$ cat src/rtl/pmem_arb_pkg.sv
// pmem_arb_pkg: shared types and helpers for the pmem_arbiter slice.
//   arb_state_t      - arbiter FSM states (IDLE, RD, WR, DONE)
//   idx_w()          - index width for n items that never collapses to zero
//   line_offset_bits - number of byte-offset bits inside one cache line
//   align_mask()     - address mask clearing the line byte offset (truncate to ADDR_W)
package pmem_arb_pkg;

    typedef enum logic [1:0] {
        IDLE,
        RD,
        WR,
        DONE
    } arb_state_t;

    localparam int BYTE_W = 8;

    // $clog2(1) is 0, which would give zero-width counters and pointers.
    function automatic int idx_w(input int n);
        return (n > 1) ? $clog2(n) : 1;
    endfunction

    function automatic int line_offset_bits(input int data_w, input int burst_len);
        return $clog2((data_w * burst_len) / BYTE_W);
    endfunction

    function automatic logic [63:0] align_mask(input int off_bits);
        return ~((64'd1 << off_bits) - 64'd1);
    endfunction

endpackage

$ cat src/rtl/pmem_arbiter_rr_grant.sv
// rr_grant: combinational grant picker for pmem_arbiter.
//   req       in  NUM_PORTS  pending request per port
//   rr_ptr    in  PTR_W      first port to consider (round-robin build only)
//   gnt_valid out 1          some port is requesting
//   gnt_idx   out PTR_W      index of the winning port
// Build option PMEM_ARB_FIXED_PRIO_EN: lowest requesting index always wins
// and the rr_ptr port disappears.
module rr_grant
    import pmem_arb_pkg::*;
#(
    parameter int NUM_PORTS = 2,
    parameter int PTR_W     = idx_w(NUM_PORTS)
) (
    input  logic [NUM_PORTS-1:0] req,
`ifndef PMEM_ARB_FIXED_PRIO_EN
    input  logic [PTR_W-1:0]     rr_ptr,
`endif
    output logic                 gnt_valid,
    output logic [PTR_W-1:0]     gnt_idx
);

    always_comb begin
        int idx;
        // NOTE: every output gets a default before the loop so no path leaves it unassigned (no latch).
        gnt_valid = 1'b0;
        gnt_idx   = '0;
        idx       = 0;
        for (int i = 0; i < NUM_PORTS; i++) begin
`ifdef PMEM_ARB_FIXED_PRIO_EN
            idx = i;
`else
            // Walk the ports starting at rr_ptr, wrapping at NUM_PORTS.
            idx = int'(rr_ptr) + i;
            if (idx >= NUM_PORTS) idx = idx - NUM_PORTS;
`endif
            if (!gnt_valid && req[idx]) begin
                gnt_valid = 1'b1;
                gnt_idx   = PTR_W'(idx);
            end
        end
    end

endmodule

$ cat src/rtl/pmem_arbiter.sv
// pmem_arbiter: arbitrates NUM_PORTS cache-line clients onto one burst pmem bus.
//   clk, rst        clock (rising edge), synchronous active-low reset
//   cl_read/write   per-client level requests, held until cl_resp
//   cl_address      per-client address, slice i = port i
//   cl_wdata        per-client write line, beat 0 in the low DATA_W bits
//   cl_rdata        shared read line, valid while cl_resp is high
//   cl_resp         one-hot single-cycle completion pulse
//   pmem_*          burst bus: read/write request, line-aligned address,
//                   write beat, read beat, per-beat response
// Build option PMEM_ARB_FIXED_PRIO_EN: fixed lowest-index priority instead
// of round-robin.
module pmem_arbiter
    import pmem_arb_pkg::*;
#(
    parameter int NUM_PORTS = 2,
    parameter int ADDR_W    = 32,
    parameter int DATA_W    = 64,
    parameter int BURST_LEN = 4
) (
    input  logic                                  clk,
    input  logic                                  rst,
    input  logic [NUM_PORTS-1:0]                  cl_read,
    input  logic [NUM_PORTS-1:0]                  cl_write,
    input  logic [NUM_PORTS*ADDR_W-1:0]           cl_address,
    input  logic [NUM_PORTS*DATA_W*BURST_LEN-1:0] cl_wdata,
    output logic [DATA_W*BURST_LEN-1:0]           cl_rdata,
    output logic [NUM_PORTS-1:0]                  cl_resp,
    output logic                                  pmem_read,
    output logic                                  pmem_write,
    output logic [ADDR_W-1:0]                     pmem_address,
    output logic [DATA_W-1:0]                     pmem_wdata,
    input  logic [DATA_W-1:0]                     pmem_rdata,
    input  logic                                  pmem_resp
);

    localparam int                LINE_W     = DATA_W * BURST_LEN;
    localparam int                PTR_W      = idx_w(NUM_PORTS);
    localparam int                BEAT_W     = idx_w(BURST_LEN);
    localparam logic [BEAT_W-1:0] LAST_BEAT  = BEAT_W'(BURST_LEN - 1);
    localparam logic [PTR_W-1:0]  LAST_PORT  = PTR_W'(NUM_PORTS - 1);
    localparam logic [ADDR_W-1:0] ALIGN_MASK = ADDR_W'(align_mask(line_offset_bits(DATA_W, BURST_LEN)));

    arb_state_t          state;
    logic [BEAT_W-1:0]   beat_cnt;
    logic [BEAT_W-1:0]   beat_nxt;
    logic [PTR_W-1:0]    gnt_idx;
    logic [PTR_W-1:0]    g_q;
    logic                gnt_valid;
    logic                op_write;
    logic [LINE_W-1:0]   wline;
    logic [LINE_W-1:0]   buffer;
    logic [NUM_PORTS-1:0] req;
`ifndef PMEM_ARB_FIXED_PRIO_EN
    logic [PTR_W-1:0]    rr_ptr;
`endif

    assign req      = cl_read | cl_write;
    assign beat_nxt = beat_cnt + 1'b1;

    // The read line is only presented during the completion cycle of a read.
    assign cl_rdata = (state == DONE && !op_write) ? buffer : '0;

    rr_grant #(
        .NUM_PORTS (NUM_PORTS)
    ) u_rr_grant (
        .req       (req),
`ifndef PMEM_ARB_FIXED_PRIO_EN
        .rr_ptr    (rr_ptr),
`endif
        .gnt_valid (gnt_valid),
        .gnt_idx   (gnt_idx)
    );

    // NOTE: sequential state uses non-blocking assignments so every register sees pre-edge values.
    always_ff @(posedge clk) begin
        if (!rst) begin
            state        <= IDLE;
            beat_cnt     <= '0;
            g_q          <= '0;
            op_write     <= 1'b0;
            wline        <= '0;
            // NOTE: the line buffer is plain flops, so it can be cleared here; a RAM-mapped buffer could not.
            buffer       <= '0;
            pmem_read    <= 1'b0;
            pmem_write   <= 1'b0;
            pmem_address <= '0;
            pmem_wdata   <= '0;
            cl_resp      <= '0;
`ifndef PMEM_ARB_FIXED_PRIO_EN
            rr_ptr       <= '0;
`endif
        end else begin
            cl_resp <= '0;
            case (state)
                IDLE: begin
                    if (gnt_valid) begin
                        g_q          <= gnt_idx;
                        op_write     <= cl_write[gnt_idx];
                        pmem_address <= cl_address[gnt_idx*ADDR_W +: ADDR_W] & ALIGN_MASK;
                        wline        <= cl_wdata[gnt_idx*LINE_W +: LINE_W];
                        beat_cnt     <= '0;
                        // Write wins when a client raises both requests.
                        if (cl_write[gnt_idx]) begin
                            state      <= WR;
                            pmem_write <= 1'b1;
                            pmem_wdata <= cl_wdata[gnt_idx*LINE_W +: DATA_W];
                        end else begin
                            state     <= RD;
                            pmem_read <= 1'b1;
                        end
                    end
                end
                RD: begin
                    if (pmem_resp) begin
                        buffer[beat_cnt*DATA_W +: DATA_W] <= pmem_rdata;
                        if (beat_cnt == LAST_BEAT) begin
                            beat_cnt     <= '0;
                            pmem_read    <= 1'b0;
                            cl_resp[g_q] <= 1'b1;
                            state        <= DONE;
                        end else begin
                            beat_cnt <= beat_nxt;
                        end
                    end
                end
                WR: begin
                    if (pmem_resp) begin
                        if (beat_cnt == LAST_BEAT) begin
                            beat_cnt     <= '0;
                            pmem_write   <= 1'b0;
                            pmem_wdata   <= '0;
                            cl_resp[g_q] <= 1'b1;
                            state        <= DONE;
                        end else begin
                            beat_cnt   <= beat_nxt;
                            pmem_wdata <= wline[beat_nxt*DATA_W +: DATA_W];
                        end
                    end
                end
                DONE: begin
                    // Clients drop their request during this cycle, so IDLE never regrants a finished port.
                    state <= IDLE;
`ifndef PMEM_ARB_FIXED_PRIO_EN
                    rr_ptr <= (g_q == LAST_PORT) ? '0 : g_q + 1'b1;
`endif
                end
                default: state <= IDLE;
            endcase
        end
    end

endmodule

$ cat config.mk
export PLATFORM = sky130hd
export DESIGN_NAME = pmem_arbiter
export DESIGN_NICKNAME = d
export VERILOG_FILES = /design/src/rtl/pmem_arb_pkg.sv /design/src/rtl/pmem_arbiter_rr_grant.sv /design/src/rtl/pmem_arbiter.sv
export SDC_FILE = /design/constraint.sdc
export NUM_CORES = 2
export LEC_CHECK = 0
export ABC_AREA = 1
export BUFFER_PORTS_ARGS = -buffer_cell sky130_fd_sc_hd__buf_2
export CAP_MARGIN = 5
export CORE_AREA = 2 2 385 387
export CTS_CLUSTER_SIZE = 20
export DETAILED_ROUTE_END_ITERATION = 8
export DIE_AREA = 0 0 387 389
export PLACE_DENSITY = 0.45
export SLEW_MARGIN = 30
export SYNTH_ARGS = -nofsm -noshare
export SYNTH_HDL_FRONTEND = slang
export SYNTH_SLANG_ARGS = --single-unit
$ cat constraint.sdc
create_clock -name clk -period 3.8 [get_ports clk]
set_input_delay 0.57 -clock clk [delete_from_list [all_inputs] [get_ports clk]]
set_output_delay 0.57 -clock clk [all_outputs]
set_load 0.005 [all_outputs]
Word-level counts from Yosys, hierarchy flattened
Index checks and enable logic that the tools add are counted.
- register bits after elaboration: 614
- input bits: 647
- word-level logic and storage cells: 104
- add/subtract/negate cells: 6
- order comparisons: 7
- equality and inequality tests: 13
- shift-type cells: 6
- muxes and demuxes: 41
- bitwise logic cells: 1
- reduce and logical (&&, ||, !) cells: 18
- operators with widths (operator ; count):
    $shiftx A512 B10 Y256 ; 1
    $shiftx A512 B10 Y64 ; 1
    $bwmux W256 ; 1
    $mux W256 ; 1
    $mux W64 ; 4
    $shift A64 B34 Y256 const A ; 1
    $shiftx A256 B9 Y64 ; 1
    $shiftx A64 B34 Y256 ; 1
    $pmux W64 S2 ; 1
    $lt A32 B3 Y1 const B ; 2
    $mux W32 ; 2
    $shiftx A64 B7 Y32 ; 1
    $neg A8 Y34 ; 1
    $ge A32 B3 Y1 const B ; 1
    $sub A32 B3 Y32 const B ; 1
    $mux W1 ; 20
    $mux W2 ; 7
    $ne A2 B2 Y1 const B ; 7
    $reduce_and A5 Y1 ; 2
    $reduce_and A4 Y1 ; 2
    $eq A2 B2 Y1 const B ; 3
    $pmux W2 S3 ; 1
    $reduce_and A3 Y1 ; 2
    $reduce_bool A2 Y1 ; 3
    18 further kinds ; 25

Depth between registers and ports, before layout
- word-level depth: 14
- gate-level depth with buffers: 14
- mapped depth without buffers: 10

Hierarchy
A second synthesis with hierarchy kept.
- cell total of the unflattened synthesis: 4846
- area total of the unflattened synthesis: 30855.8 um^2
- by module, submodules not included (module ; instances ; cells each ; area an instance (um^2) ; seq. area each (um^2)):
    pmem_arbiter ; 1 ; 4842 ; 30837.1 ; 12291.8
    rr_grant ; 1 ; 4 ; 18.8 ; 0.0

Worst setup path after synthesis
OpenSTA, ideal clock, no wires.
- path type: register -> register
- start point: reg beat_cnt[0]
- end point: reg buffer[24]
- arrival time: 2.505 ns
- data required time: 3.714 ns
- setup slack: 1.209 ns
- cell stages (with the launch flop): 12
- path buffers: 6
- period minus slack after synthesis: 2.591 ns
- cells stage by stage: dfxtp_1 > buf_2 > inv_2 > buf_2 > buf_1 > ha_1 > buf_2 > buf_2 > nor2_2 > clkbuf_1 > a31oi_1 > a211oi_1
- word-level cells in the longest chain between the ends: 3
- elaborated cells between the ends (all ways): 4
- classes of those cells: 1 x add/sub; 2 x shift; 1 x mux
- RTL lines (item ; line ; source):
    start, declared ; pmem_arbiter.sv:44 ; logic [BEAT_W-1:0] beat_cnt;
    start signal, assigned ; pmem_arbiter.sv:122 ; beat_cnt <= beat_nxt;
    start signal, assigned ; pmem_arbiter.sv:135 ; beat_cnt <= beat_nxt;
    $neg A8 Y34 (*) ; pmem_arbiter.sv:115 ; buffer[beat_cnt*DATA_W +: DATA_W] <= pmem_rdata;
    $shiftx A64 B34 Y256 or $shift A64 B34 Y256 (tied branches) ; pmem_arbiter.sv:115 ;
    $bwmux W256 (*) ; pmem_arbiter.sv:115 ;
    end signal, assigned by index ; pmem_arbiter.sv:115 ;
    end, declared ; pmem_arbiter.sv:51 ; logic [LINE_W-1:0] buffer;
Every way passes the cells marked *; elsewhere a longest branch is shown, timed or not.
A chain may end at the register's enable or synchronous reset.

Worst setup path in the final report
- start point: reg state[0]
- end point: out cl_rdata[2]
- word-level cells in the longest chain between the ends: 3
- RTL lines (item ; line ; source):
    start, declared ; pmem_arbiter.sv:43 ; arb_state_t state;
    start signal, assigned ; pmem_arbiter.sv:77 ; state <= IDLE;
    start signal, assigned ; pmem_arbiter.sv:104 ; state <= WR;
    start signal, assigned ; pmem_arbiter.sv:108 ; state <= RD;
    $eq A2 B2 Y1 ; pmem_arbiter.sv:61 ; assign cl_rdata = (state == DONE && !op_write) ? buffer : '0;
    $logic_and A1 B1 Y1 ; pmem_arbiter.sv:61 ;
    $mux W256 ; pmem_arbiter.sv:61 ;
    end, declared ; pmem_arbiter.sv:26 ; output logic [DATA_W*BURST_LEN-1:0] cl_rdata,
No other way between the ends.

==> flow_metrics.tcl <==
set metrics [dict create \
    status "finished, final reports clean" \
    end_kind "output port" \
    setup.worst_path.start_class "flop" \
    synth_cells 4658 \
    cts_buffer_depth 3 \
    critPathRequiredTime_ns 3.23 \
    yosys.cell_types.count 30 \
    crit_fanout 49 \
    hold_viol 0 \
    grt_pass1_vias 31814 \
    rsz0062_at_grt "no" \
    irDropWorstVdd_v 0.000558 \
    hp-class "primary input to flop" \
    yosysTopAreaCell "dfxtp_1" \
    gr-total-overflow 0 \
    setup_viol 0 \
    initial_core_util_pct 20.9 \
    grt_max_degree 165 \
    routed_wl_um 158000 \
    die_area_sq_um 151000 \
    insertion_delay_ns 0.67 \
    yosysWarnings 0 \
    crit_slowest_cell "buf_4" \
    reg2reg_slack_ns 0.94 \
    antenna_found_initial 27 \
    gp_congestion 0.904 \
    layout_min_cycle_time_ns 3.13 \
    skew_ns 0.0332 \
    avgSynthCellArea_sq_um 6.58 \
    wl_per_cell_um 21.3 \
    drc 0 \
    die_h_um 389 \
    final_max_slew_viol_count 0 \
    area_delta_synth_final_pct 30.4 \
    fin_total_pwr_mw 28.7 \
    vias 33539 \
    die_w_um 387 \
    cts_tree "built" \
    fmax_ghz 0.320 \
    drive_above_1_share_pct 22.2 \
    dr.pass1.iters 5 \
    grt_pass1_wl_um 226000 \
    ys_top_cells_by_area "dfxtp_1 (40%), nand2_1 (14%), inv_1 (8.9%)" \
    core_sq_um 147000 \
    fin_setup_tns_ns 0 \
    numCtsBuffers 77 \
    antenna_left 0 \
    crit_arrival_ns 2.56 \
    layout.nets 6068 \
    max-cap-violations 0 \
    synth_top_cell_area_share_pct 40.1 \
    ctsResizeCount 0 \
    p_leak_nw 19.5 \
    holdBufCountCts 0 \
    relSlewSlack_pct 37.8 \
    vias_per_cell 4.52 \
    worst_pin_slew_ns 0.934 \
    timing.hold.ws_ns 0.227 \
    port_buffers 987 \
    mostFrequentLayoutCells "nand2_1 (1142), buf_2 (986), inv_1 (723)" \
    drt_iter0_drc 2333 \
    root_buffer "clkbuf_16" \
    clk_pin_slew_ns 0.06 \
    dp_hpwl_um 117000 \
    power_density_nw_per_um2 718 \
    cts_num_sinks 614 \
    synth.ff_latch_count 614 \
    finalCritPeriodShare_pct 82.3 \
    postCtsSetupBuffers 0 \
    stdcell_count 7413 \
    track_usage_pct 20.1 \
    placed_cells 7261 \
    mappedNetlistArea_sq_um 30700 \
    final_common_cell "nand2_1" \
    rows 141 \
    path_class "flop to output port" \
    seq_area_frac_synth_pct 40.1 \
    cp_cell_sequence "ha_1 > nand2_4 > buf_4 > nor2_1 > buf_2" \
    pin_count 1003 \
    h-tree-depth 3 \
    slowest_delay_ns 0.53 \
]
## kinds of logic (layout without fill, tap and decap cells)
kind of cell | Yosys count | count (layout) | synth area share (%)
flops | 614 | 614 | 40.1
fa+ha+maj | 10 | 10 | 0.408
simple gates | 1911 | 1911 | 24.6
other cells | 1 | 14 | 0.0122
compound gates | 997 | 997 | 20.6
buf+inv | 1125 | 1937 | 14.3
## path summary, 6_finish.rpt
path,startpoint,endpoint,cells after the start
max,state[0],cl_rdata[2],5
min reg2reg,buffer[0],buffer[0],2
max reg2reg,state[0],wline[173],9
min,pmem_resp,cl_resp[0],3
## final cells by class
class	instances	area (sq um)
sequential	614	12300
antenna	9	22.5
timing repair buffer	1065	5810
tap	1930	2410
fill	16576	107000
clock buffer	117	2300
inverter	730	2770
clock inverter	25	275
multi-input combinational	2923	14100
## critical path: cells and delay by family, from the launching register on
kind | cells | cell delay [ns]
adder cells (fa/ha/maj) | 1 | 0.28
buffers and inverters | 2 | 0.69
flip-flops | 1 | 0.35
AND/OR/NAND/NOR | 2 | 0.52
## synth_stat cells (all sizes together)
cell,n
a211oi,185
a21oi,147
a31oi,182
buf,162
clkbuf,233
clkinv,1
conb,1
dfxtp,614
ha,10
inv,729
nand2,1150
nand3,262
nand3b,1
nand4,2
nor2,493
nor3,1
nor4,1
nor4b,1
o211ai,219
o21ai,200
o22ai,64
## state kept, by name (all words and copies together) (netlist names)
| signal | cells |
|---|---|
| beat_cnt | 2 |
| buffer | 256 |
| cl_resp | 2 |
| g_q | 1 |
| op_write | 1 |
| pmem_address | 27 |
| pmem_read | 1 |
| pmem_wdata | 64 |
| pmem_write | 1 |
| rr_ptr | 1 |
| state | 2 |
| wline | 256 |
## report_power, final
group          internal, mW  total, mW  switching, mW
logic                  3.57       12.3           8.72
registers              8.03       8.93          0.898
clock network          4.30       7.46           3.17
total                  15.9       28.7           12.8
## routing by layer
| metal | global-route usage [%] | wire length (um) | part of all wire [%] |
|---|---|---|---|
| met5 | 0 | 116 | 0.074 |
| met4 | 6.06 | 4700 | 3.0 |
| met3 | 3.88 | 9490 | 6.0 |
| met2 | 34.2 | 74600 | 47 |
| met1 | 25.7 | 68800 | 44 |
## through the flow
step           worst slack [ns]  utilization, %  area (sq um)
2_1_floorplan              1.21               -         30700
3_3_place_gp              0.839            25.5         37400
3_5_place_dp              0.879            25.5         37400
4_1_cts                   0.579            27.2         39900
5_1_grt                   0.520            27.3         40000
6_report                  0.672            27.3         40000
Note: power is estimated with default switching activity, not from simulation.
